<file path="src/rtl/check_prime_param.sv">
// Sequential trial-division primality checker for WIDTH-bit operands using a bit-serial
// restoring remainder unit. Define CHECK_PRIME_CONST_TIME_EN for data-independent latency.
module check_prime_param #(
  parameter int WIDTH     = 8,
  parameter int SKIP_EVEN = 1,
  parameter int CNT_W     = 32
) (
  input  logic             clk,
  input  logic             rst,
  input  logic             start,
  input  logic [WIDTH-1:0] num,
  output logic             busy,
  output logic             finish,
  output logic             is_prime,
  output logic [WIDTH-1:0] factor,
  output logic [CNT_W-1:0] cycles
);

  typedef enum logic [2:0] {S_IDLE, S_SPECIAL, S_DIVIDE, S_EVAL, S_DONE} state_t;

  localparam int               IDX_W  = $clog2(WIDTH);
  localparam logic [WIDTH-1:0] D_STEP = (SKIP_EVEN != 0) ? WIDTH'(2) : WIDTH'(1);

  state_t           state_q, state_d;
  logic [WIDTH-1:0] n_q, n_d;
  logic [WIDTH-1:0] d_q, d_d;
  logic [WIDTH:0]   r_q, r_d;
  logic [IDX_W-1:0] idx_q, idx_d;
  logic             prime_q, prime_d;
  logic [WIDTH-1:0] factor_q, factor_d;
  logic [CNT_W-1:0] cycles_q, cycles_d;
  logic [WIDTH-1:0] nd;

`ifdef CHECK_PRIME_CONST_TIME_EN
  localparam logic [WIDTH-1:0] D_MAX = WIDTH'((1 << (WIDTH/2)) - 1);
  logic found_q, found_d;
  logic hit;
`else
  function automatic logic [2*WIDTH-1:0] square(input logic [WIDTH-1:0] d);
    return {{WIDTH{1'b0}}, d} * {{WIDTH{1'b0}}, d};
  endfunction
`endif

  // One restoring step: shift in the next operand bit, subtract the divisor if it fits.
  function automatic logic [WIDTH:0] rem_step(input logic [WIDTH-1:0] r, input logic b,
                                              input logic [WIDTH-1:0] d);
    logic [WIDTH:0] s;
    s = {r, b};
    if (s >= {1'b0, d}) s = s - {1'b0, d};
    return s;
  endfunction

  function automatic logic [WIDTH-1:0] next_div(input logic [WIDTH-1:0] d);
    return (d == WIDTH'(2)) ? WIDTH'(3) : d + D_STEP;
  endfunction

  always_comb begin
    state_d  = state_q;
    n_d      = n_q;
    d_d      = d_q;
    r_d      = r_q;
    idx_d    = idx_q;
    prime_d  = prime_q;
    factor_d = factor_q;
    cycles_d = cycles_q;
    nd       = next_div(d_q);
`ifdef CHECK_PRIME_CONST_TIME_EN
    found_d  = found_q;
    hit      = (r_q == '0) && (d_q < n_q) && !found_q;
`endif
    if (state_q != S_IDLE && state_q != S_DONE && cycles_q != '1)
      cycles_d = cycles_q + CNT_W'(1);
    case (state_q)
      S_IDLE: begin
        if (start) begin
          n_d      = num;
          // counting starts with the first busy cycle so the finish cycle reads L
          cycles_d = CNT_W'(1);
          state_d  = S_SPECIAL;
        end
      end
      S_SPECIAL: begin
        d_d     = WIDTH'(2);
        r_d     = '0;
        idx_d   = IDX_W'(WIDTH - 1);
        state_d = S_DIVIDE;
`ifdef CHECK_PRIME_CONST_TIME_EN
        found_d = 1'b0;
`else
        if (n_q < WIDTH'(2)) begin
          prime_d  = 1'b0;
          factor_d = '0;
          state_d  = S_DONE;
        end else if (n_q < WIDTH'(4)) begin
          prime_d  = 1'b1;
          factor_d = n_q;
          state_d  = S_DONE;
        end
`endif
      end
      S_DIVIDE: begin
        r_d   = rem_step(r_q[WIDTH-1:0], n_q[idx_q], d_q);
        idx_d = idx_q - IDX_W'(1);
        if (idx_q == '0) state_d = S_EVAL;
      end
      S_EVAL: begin
        r_d   = '0;
        idx_d = IDX_W'(WIDTH - 1);
`ifdef CHECK_PRIME_CONST_TIME_EN
        if (hit) begin
          found_d  = 1'b1;
          prime_d  = 1'b0;
          factor_d = d_q;
        end
        if (nd > D_MAX) begin
          state_d = S_DONE;
          if (!(found_q || hit)) begin
            prime_d  = (n_q >= WIDTH'(2));
            factor_d = (n_q >= WIDTH'(2)) ? n_q : '0;
          end
        end else begin
          d_d     = nd;
          state_d = S_DIVIDE;
        end
`else
        if (r_q == '0) begin
          prime_d  = 1'b0;
          factor_d = d_q;
          state_d  = S_DONE;
        end else if (square(nd) > {{WIDTH{1'b0}}, n_q}) begin
          prime_d  = 1'b1;
          factor_d = n_q;
          state_d  = S_DONE;
        end else begin
          d_d     = nd;
          state_d = S_DIVIDE;
        end
`endif
      end
      S_DONE:  state_d = S_IDLE;
      default: state_d = S_IDLE;
    endcase
  end

  always_ff @(posedge clk) begin
    if (rst) begin
      state_q  <= S_IDLE;
      prime_q  <= 1'b0;
      factor_q <= '0;
      cycles_q <= '0;
    end else begin
      state_q  <= state_d;
      prime_q  <= prime_d;
      factor_q <= factor_d;
      cycles_q <= cycles_d;
    end
  end

  always_ff @(posedge clk) begin
    n_q   <= n_d;
    d_q   <= d_d;
    r_q   <= r_d;
    idx_q <= idx_d;
`ifdef CHECK_PRIME_CONST_TIME_EN
    found_q <= found_d;
`endif
  end

  assign busy     = (state_q != S_IDLE);
  assign finish   = (state_q == S_DONE);
  assign is_prime = prime_q;
  assign factor   = factor_q;
  assign cycles   = cycles_q;

endmodule
</file>
<file path="config.mk">
export PLATFORM = sky130hd
export DESIGN_NAME = check_prime_param
export DESIGN_NICKNAME = d
export VERILOG_FILES = /design/src/rtl/check_prime_param.sv
export SDC_FILE = /design/constraint.sdc
export NUM_CORES = 1
export LEC_CHECK = 0
export CAP_MARGIN = 20
export CORE_ASPECT_RATIO = 1.5
export CORE_UTILIZATION = 59
export CTS_CLUSTER_SIZE = 20
export DETAILED_ROUTE_END_ITERATION = 10
export PLACE_DENSITY = 0.8
export SKIP_LAST_GASP = 1
export SLEW_MARGIN = 20
export SYNTH_ARGS = -nofsm -noshare
export SYNTH_HDL_FRONTEND = slang
export SYNTH_SLANG_ARGS = --single-unit
</file>
<file path="constraint.sdc">
create_clock -name clk -period 7.33 [get_ports clk]
set_input_delay 1.466 -clock clk [delete_from_list [all_inputs] [get_ports clk]]
set_output_delay 1.466 -clock clk [all_outputs]
set_load 0.1 [all_outputs]
</file>
=== After elaboration in Yosys (flattened, before gate mapping) ===
Cells that the tools add are included.

* Register bits after elaboration: 72
* Word-level logic and storage cells: 73

* Eq/ne operators: 13
* Magnitude comparators: 5
* Mux-type cells: 29
* $mul: 1
* Reduce and logical (&&, ||, !) cells: 13
* $add $sub $neg: 4

{| class="wikitable"
|+ Operators with widths
! cell !! number
|-
| $mux 32 || 3
|-
| $mux 8 || 7
|-
| $add 32x1->32 const B || 1
|-
| $ne 32x32->1 const B || 1
|-
| $pmux 8 s2 || 2
|-
| $mux 3 || 6
|-
| $pmux 9 s2 || 1
|-
| $gt 16x8->1 || 1
|-
| $mul 8x8->16 || 1
|-
| $pmux 3 s4 || 1
|-
| $ge 9x8->1 || 1
|-
| $logic_not 9->1 || 1
|-
| $mux 9 || 1
|-
| $ne 3x3->1 const B || 3
|-
| $sub 9x8->9 || 1
|-
| $add 8x2->8 const B || 1
|-
| $eq 8x2->1 const B || 1
|-
| $lt 8x2->1 const B || 1
|-
| $lt 8x3->1 const B || 1
|-
| $ne 2x2->1 const B || 4
|-
| $eq 3x2->1 const B || 2
|-
| $logic_not 3->1 || 2
|-
| $pmux 3 s2 || 1
|-
| $reduce_and 3->1 || 2
|-
| 12 further kinds || 19
|}

=== Longest topological paths before layout ===
Gate-level depths: netlist of the first run.

* Word-level depth: 7
* Mapped depth: 28
* Depth with buffers taken out: 26

=== Least setup slack after synthesis of the first run ===
Ideal clock, no wire load.

* Path kind: reg2reg
* Start point: register d_q[1]
* End point: register d_q[0] (enable)
* Setup time: 375 ps
* Data required time: 6,955 ps
* Clock period less this slack: 6,193 ps
* Path slack: 1,137 ps
* Arrival time: 5,818 ps
* Cell stages (with the launch flop): 22
* Cell sequence: edfxtp_1 clkbuf_1 inv_1 ha_1 clkbuf_1 or2_2 inv_1 fa_1 fa_1 inv_1 fa_1 fa_1 inv_1 ha_1 a21o_1 or3_1 o21ai_1 nand2b_1 a21o_1 nor4_2 nand2_1 a21oi_1

* Word-level cells in the longest chain between the ends: 6
* Elaborated cells between the ends (all ways): 7
* Classes of those cells: add/sub (1); mul (1); order compare (1); eq/ne (2); mux (1); reduce/logical (1)

{| class="wikitable"
|+ RTL lines
! item !! RTL line !! RTL
|-
| start, declared || 26 || <nowiki>logic [WIDTH-1:0] d_q, d_d;</nowiki>
|-
| start signal, assigned || 161 || <nowiki>d_q <= d_d;</nowiki>
|-
| $add 8x2->8 / $eq 8x2->1 (equally long branches) || 54 || <nowiki>return (d == WIDTH'(2)) ? WIDTH'(3) : d + D_STEP;</nowiki>
|-
| $mux 8 * || 54 ||
|-
| $mul 8x8->16 * || 40 || <nowiki>return {{WIDTH{1'b0}}, d} * {{WIDTH{1'b0}}, d};</nowiki>
|-
| $gt 16x8->1 * || 130 || <nowiki>end else if (square(nd) > {{WIDTH{1'b0}}, n_q}) begin</nowiki>
|-
| $ne 2x2->1 (no line) * || - ||
|-
| $reduce_and 3->1 (no line) * || - ||
|}

Mark *: on every way between the ends. The rest lies on a longest branch, timed or not.
A chain may end at the register's enable or synchronous reset.

=== Worst setup path after layout of the first run ===
* Start point: register d_q[1]
* End point: register factor_q[0], in the netlist factor[0]

* Word-level cells in the longest chain between the ends: 6
* Elaborated cells between the ends (all ways): 7
* Classes of those cells: add/sub (1); mul (1); order compare (1); eq/ne (2); mux (1); reduce/logical (1)

{| class="wikitable"
|+ RTL lines
! item !! RTL line !! RTL
|-
| $add 8x2->8 / $eq 8x2->1 (equally long branches) || 54 ||
|-
| $mux 8 * || 54 ||
|-
| via nd[5] || 32 || <nowiki>logic [WIDTH-1:0] nd;</nowiki>
|-
| $mul 8x8->16 * || 40 ||
|-
| $gt 16x8->1 * || 130 ||
|-
| $ne 3x3->1 (no line) * || - ||
|-
| $reduce_and 3->1 (no line) * || - ||
|-
| end signal, assigned || 154 || <nowiki>factor_q <= factor_d;</nowiki>
|-
| end, declared || 30 || <nowiki>logic [WIDTH-1:0] factor_q, factor_d;</nowiki>
|}

Mark *: on every way through the listed nets, which the timed path passes. The rest lies on a longest branch.

==> flow_metrics.env, run 1 <==
export IMPL_status="complete, no violations"
export IMPL_finish_utilization_pct=70.91
export IMPL_clk_latency_ns=0.33
export IMPL_max_clock_freq_mhz=148.4
export IMPL_initial_core_util_pct=61.46
export IMPL_r2r_start="d_q[1]"
export IMPL_cts_max_path_buffers=2
export IMPL_syn_area_um2=5720
export IMPL_synth_cell_types=65
export IMPL_ys_ff_latch=72
export IMPL_grt_use_met2_pct=49.38
export IMPL_io_buffer_count=53
export IMPL_cp_arrival_ns=6.95
export IMPL_path_buf_inv=4
export IMPL_peakVddDrop_uv=312.8
export IMPL_endpoint_kind="flop"
export IMPL_ff2ff_setup_slack_ns=0.59
export IMPL_grt_use_met3_pct=3.197
export IMPL_hold_ws_ns=0.4980
export IMPL_cts_root_buffer="clkbuf_16"
export IMPL_crit_fanout=12
export IMPL_drc_errors=0
export IMPL_worstSetupPathType="reg -> reg"
export IMPL_worstMarginPinSlew_ns=1.005
export IMPL_antenna_found_initial=0
export IMPL_r2r_cells=21
export IMPL_hold_start="is_prime"
export IMPL_fp_row_count=43
export IMPL_fin_nets=770
export IMPL_leakage_nw=2.797
export IMPL_synth_avg_cell_area_um2=8.980
export IMPL_synth_edf_count=28
export IMPL_coreArea_um2=9308
export IMPL_path_clk_slew_ns=0.06
export IMPL_total_power_mw=1.946
export IMPL_drtIter0Drc=151
export IMPL_die_area_um2=10100
export IMPL_postSynthCellCount=637
export IMPL_cts_resized=0
export IMPL_track_usage_pct=26.68
export IMPL_cts_setup_buffers=0
export IMPL_synth_flop_cell="dfxtp_1"
export IMPL_die_h_um=122.6
export IMPL_vias_per_cell=5.804
export IMPL_num_vias=4655
export IMPL_first_pass_iters=5
export IMPL_grt_overflow_total=0
export IMPL_drv_slew=0
export IMPL_numCtsBuffers=9
export IMPL_grt_pass1_vias=4625
export IMPL_hold_class="reg -> reg"
export IMPL_area_growth_pct=15.38
export IMPL_finalCriticalPeriod_ns=6.738
export IMPL_grt_busiest_layer="met2"
export IMPL_tns_ns=0
export IMPL_r2r_end="factor[0]"
export IMPL_crit_slowest_cell="xnor2_1"
export IMPL_cp_required_ns=7.54
export IMPL_finalHoldViolCount=0
export IMPL_slew_headroom_pct=32.78
export IMPL_hold_buffers=0
export IMPL_finalCritPeriodShare_pct=91.93
export IMPL_synth_warnings=0
export IMPL_maxCapViolCount=0
export IMPL_synthArstFlopShare_pct=0
export IMPL_diodes=0
export IMPL_grt_max_degree=32
export IMPL_path_cells="ha_1, nand3_2, xnor2_1, inv_1, nand2b_1, fa_1, inv_1, fa_1, fa_1, inv_1, fa_1, inv_1, ha_1, a21oi_1, o211ai_1, nand2_1, a21oi_1, xor2_1, nor4_2, a31o_1, mux2_1"
export IMPL_powerDensity_nw_per_um2=294.8
export IMPL_cp_start_kind="flop"
export IMPL_path_delay_family="adder cells"
export IMPL_globalplace_congestion=0.9274
export IMPL_clkSinkCount=72
export IMPL_clock_skew_ns=0.007522
export IMPL_crit_path_max_incr_delay_ns=0.63
export IMPL_rsz0062_at_grt="false"
export IMPL_drive_gt1_share_pct=6.667
export IMPL_grt_use_met1_pct=27.86
export IMPL_pin_count=54
export IMPL_wire_per_inst_um=15.76
export IMPL_min_to="is_prime"
export IMPL_postRouteAntennaNets=0
export IMPL_yosysSeqAreaShare_pct=30.10
export IMPL_die_x_um=82.40
export IMPL_totalWireLength_mm=12.64
export IMPL_setup_violations_final=0
export IMPL_final_cell_mix="nor2_1 (91), inv_1 (77), clkdlybuf4s50_1 (53), ha_1 (48), dfxtp_1 (44)"
export IMPL_final_common_cell="nor2_1"
export IMPL_hold_depth=2
export IMPL_cts_max_level=3
export IMPL_hpwlAfterDp_mm=9.881
export IMPL_grt_pass1_wl_mm=20.63
export IMPL_synth_nets=722
export IMPL_cts_tree="built"
==> worst max-delay path by stage <==
stage,from,to,slack [ns],cells after the start
after floorplan,d_q[1],d_q[0],1.14,21
after global placement,d_q[1],d_q[4],0.83,20
after detailed placement,d_q[1],factor[0],0.56,21
after CTS,d_q[1],factor[0],0.56,21
after global routing,d_q[1],d_q[2],0.19,21
final,d_q[1],factor[0],0.59,21
==> power breakdown <==
group | total, mW | internal, mW | switching, mW
logic | 1.03 | 0.436 | 0.594
clock network | 0.398 | 0.237 | 0.160
registers | 0.517 | 0.477 | 0.0404
total | 1.95 | 1.15 | 0.795
==> metal layers <==
metal,routed length [um],up-vias
met5,0,-
met4,612,0
met3,446,38
met2,6731,131
met1,4850,2227
li1,-,2259
==> state kept, by name (all words and copies together), names as in the netlist <==
signal,count
state_q,3
factor,8
cycles,32
d_q,8
idx_q,3
r_q,9
is_prime,1
n_q,8
==> area by class of cell <==
type,count,area [um2]
Multi-Input combinational cell,470,3632
Fill cell,714,2708
Sequential cell,72,1722
Timing Repair Buffer,54,538.0
Inverter,78,292.8
Clock buffer,11,242.7
Tap cell,112,140.1
Clock inverter,5,32.53
==> synth_stat cells (all sizes together) (5+ instances only) <==
cell,n,area share [%]
a21o,6,0.79
a21oi,35,3.1
and2,6,0.66
and4,5,0.81
clkbuf,14,0.92
dfxtp,44,15
edfxtp,28,15
fa,26,9.1
ha,48,10
inv,77,5.1
mux2,9,2.2
mux2i,9,1.6
nand2,37,2.4
nand2b,10,1.1
nand3,17,1.6
nand4,8,1.1
nor2,91,6.0
nor2b,12,1.3
nor3,11,1.2
nor4,10,1.5
o21ai,27,2.4
or2,6,0.66
or3,14,1.5
xnor2,27,4.3
xor2,19,2.9
==> metrics by stage <==
stage	instances	worst slack [ns]	cell area (um2)
finish	802	0.5918	6600
global route	802	0.1888	6600
CTS	802	0.5645	6600
detailed placement	786	0.5604	6325
global placement	786	0.8315	6325
floorplan	637	1.137	5720
==> cells by family (layout without fill, tap and decap cells) <==
group / Yosys count / count (layout) / synth area share [%]
xor+xnor: 46 / 46 / 7.174
simple gates: 237 / 237 / 21.37
fa+ha+maj: 74 / 74 / 19.60
mux: 20 / 20 / 4.593
compound gates: 93 / 93 / 10.65
buf+inv: 95 / 148 / 6.518
flops: 72 / 72 / 30.10
==> worst register-to-register path: stages (launching register included) <==
cell	delay (ns)
edfxtp_1	0.62
ha_1	0.28
nand3_2	0.13
xnor2_1	0.63
inv_1	0.25
nand2b_1	0.15
fa_1	0.41
inv_1	0.11
fa_1	0.46
fa_1	0.55
inv_1	0.05
fa_1	0.54
inv_1	0.05
ha_1	0.34
a21oi_1	0.19
o211ai_1	0.16
nand2_1	0.10
a21oi_1	0.08
xor2_1	0.18
nor4_2	0.36
a31o_1	0.59
mux2_1	0.38
No activity file was read; power rests on OpenSTA's default activity.
==> run 2: changes to the inputs <==
Clock period 7.33 ns to 7.3 ns, I/O delays scaled along.
==> results of run 2 <==
The final DEF is identical to that of run 1. Status: complete, no violations.
Among the figures that moved: setup slack after placement 0.5604 ns -> 0.5304 ns; setup slack after layout 0.5918 ns -> 0.5618 ns; register-to-register setup slack 0.59 ns -> 0.56 ns; total power 1.946 mW -> 1.954 mW; worst IR drop on VDD 312.8 uV -> 314.1 uV
==> run 3: changes to the inputs <==
Settings changed: REMOVE_ABC_BUFFERS set to 1.
==> run 3 against run 2 <==
Combinational power about the same. Final cell count increased by 0.12%. Count of clock-buffer cells in the layout increased by 2. Via count increased by 1.2%. Utilization increased by 0.56 points. First-iteration DRC count increased by 42%. Largest cell class unchanged. Sequential share of layout area decreased by 0.21 points. Critical path type unchanged. Register-to-register slack improved by 0.05 ns. Flip-flop and latch count unchanged. Wire length increased by 7.0%. Fmax increased by 0.75%.
==> flow_metrics.env, run 3 (synthesis gave the netlist of run 1 again) <==
export IMPL_finalCritPeriodShare_pct=91.62
export IMPL_die_x_um=82.40
export IMPL_status="complete, no violations"
export IMPL_cts_root_buffer="clkbuf_16"
export IMPL_grt_overflow_total=0
export IMPL_hold_depth=2
export IMPL_leakage_nw=2.824
export IMPL_rsz0062_at_grt="false"
export IMPL_cts_tree="built"
export IMPL_drc_errors=0
export IMPL_fillerInstances=712
export IMPL_cts_resized=0
export IMPL_final_cell_mix="nor2_1 (91), inv_1 (77), clkdlybuf4s50_1 (53), ha_1 (48), dfxtp_1 (44)"
export IMPL_largest_reg_flops=32
export IMPL_die_h_um=122.6
export IMPL_postRouteAntennaNets=0
export IMPL_grt_max_degree=32
export IMPL_die_area_um2=10100
export IMPL_peakVddDrop_uv=261.9
export IMPL_cp_start_kind="flop"
export IMPL_track_usage_pct=29.84
export IMPL_slew_headroom_pct=33.12
export IMPL_cts_max_level=3
export IMPL_fin_nets=771
export IMPL_final_common_cell="nor2_1"
export IMPL_hpwlAfterDp_mm=10.51
export IMPL_antenna_found_initial=0
export IMPL_drive_gt1_share_pct=6.802
export IMPL_cp_required_ns=7.26
export IMPL_cp_arrival_ns=6.65
export IMPL_tns_ns=0
export IMPL_numCtsBuffers=9
export IMPL_hold_buffers=0
export IMPL_pin_count=54
export IMPL_endpoint_kind="flop"
export IMPL_num_vias=4712
export IMPL_hold_class="reg -> reg"
export IMPL_multi_input_area_um2=3632
export IMPL_clock_skew_ns=0.005118
export IMPL_coreArea_um2=9308
export IMPL_wire_per_inst_um=16.84
export IMPL_fp_row_count=43
export IMPL_maxCapViolCount=0
export IMPL_path_clk_slew_ns=0.06
export IMPL_diodes=0
export IMPL_cts_max_path_buffers=2
export IMPL_hold_ws_ns=0.4802
export IMPL_seq_area_um2=1722
export IMPL_totalWireLength_mm=13.52
export IMPL_powerDensity_nw_per_um2=305.2
export IMPL_finalHoldViolCount=0
export IMPL_globalplace_congestion=0.9058
export IMPL_io_buffer_count=53
export IMPL_first_pass_iters=5
export IMPL_cts_setup_buffers=0
export IMPL_drtIter0Drc=215
export IMPL_grt_pass1_wl_mm=22.65
export IMPL_r2r_cells=20
export IMPL_finish_utilization_pct=71.47
export IMPL_crit_fanout=12
export IMPL_drv_slew=0
export IMPL_grt_pass1_vias=4944
export IMPL_worstMarginPinSlew_ns=1.000
export IMPL_setup_violations_final=0
export IMPL_clkSinkCount=72
export IMPL_initial_core_util_pct=61.46
export IMPL_area_growth_pct=16.29
export IMPL_finalCriticalPeriod_ns=6.688
export IMPL_worstSetupPathType="reg -> reg"
export IMPL_vias_per_cell=5.868
export IMPL_clk_latency_ns=0.33
export IMPL_max_clock_freq_mhz=149.5
-- run 3: final cells by class --
| class | instances | share of cell area, % |
|---|---|---|
| multi-input combinational | 470 | 54.60 |
| sequential | 72 | 25.88 |
| timing repair buffer | 55 | 8.200 |
| clock buffer | 13 | 4.570 |
| inverter | 78 | 4.401 |
| tap | 112 | 2.106 |
| clock inverter | 3 | 0.2445 |
-- run 3: metrics by stage --
step | cells | cell area [um2] | total power [mW] | worst slack [ns]
after floorplan | 620 | 5640 | 1.340 | 1.225
after global routing | 803 | 6653 | 2.199 | 0.08564
after detailed placement | 787 | 6332 | 1.572 | 0.6896
final | 803 | 6653 | 2.030 | 0.6117
after global placement | 787 | 6332 | 1.539 | 0.8571
after CTS | 803 | 6653 | 2.032 | 0.6625
-- run 3: power by group --
| part | internal (mW) | switching, mW |
|---|---|---|
| clock | 0.291 | 0.162 |
| sequential | 0.479 | 0.0419 |
| combinational | 0.441 | 0.615 |
| total | 1.21 | 0.819 |
-- run 3: path summary, 6_finish.rpt --
| kind | slack [ns] | endpoint | startpoint |
|---|---|---|---|
| worst max register to register | 0.61 | d_q[6] | d_q[1] |
| worst min-delay path | 0.48 | is_prime | is_prime |
| worst max-delay path | 0.61 | d_q[6] | d_q[1] |
| worst min register to register | 0.48 | is_prime | is_prime |
-- run 3: critical path, stage by stage, from the launching register on --
cell	delay, ns
edfxtp_1	0.58
ha_1	0.33
nand3_2	0.12
nor3_4	0.05
xnor2_1	0.47
nor2_1	0.17
fa_1	0.54
fa_1	0.55
inv_1	0.06
fa_1	0.50
fa_1	0.54
inv_1	0.04
ha_1	0.35
a21o_1	0.21
or3_1	0.35
o211ai_2	0.19
o21ai_0	0.15
xor2_1	0.17
nor4_2	0.20
nand2_1	0.14
a21oi_1	0.60
-- run 3: per-layer routing --
metal  up-vias  wire, um  track usage (%)
li1       2260         -                -
met1      2245      4985            30.27
met2       149      7262            53.20
met3        58       549            6.394
met4         0       724            19.74
met5         -         0                0
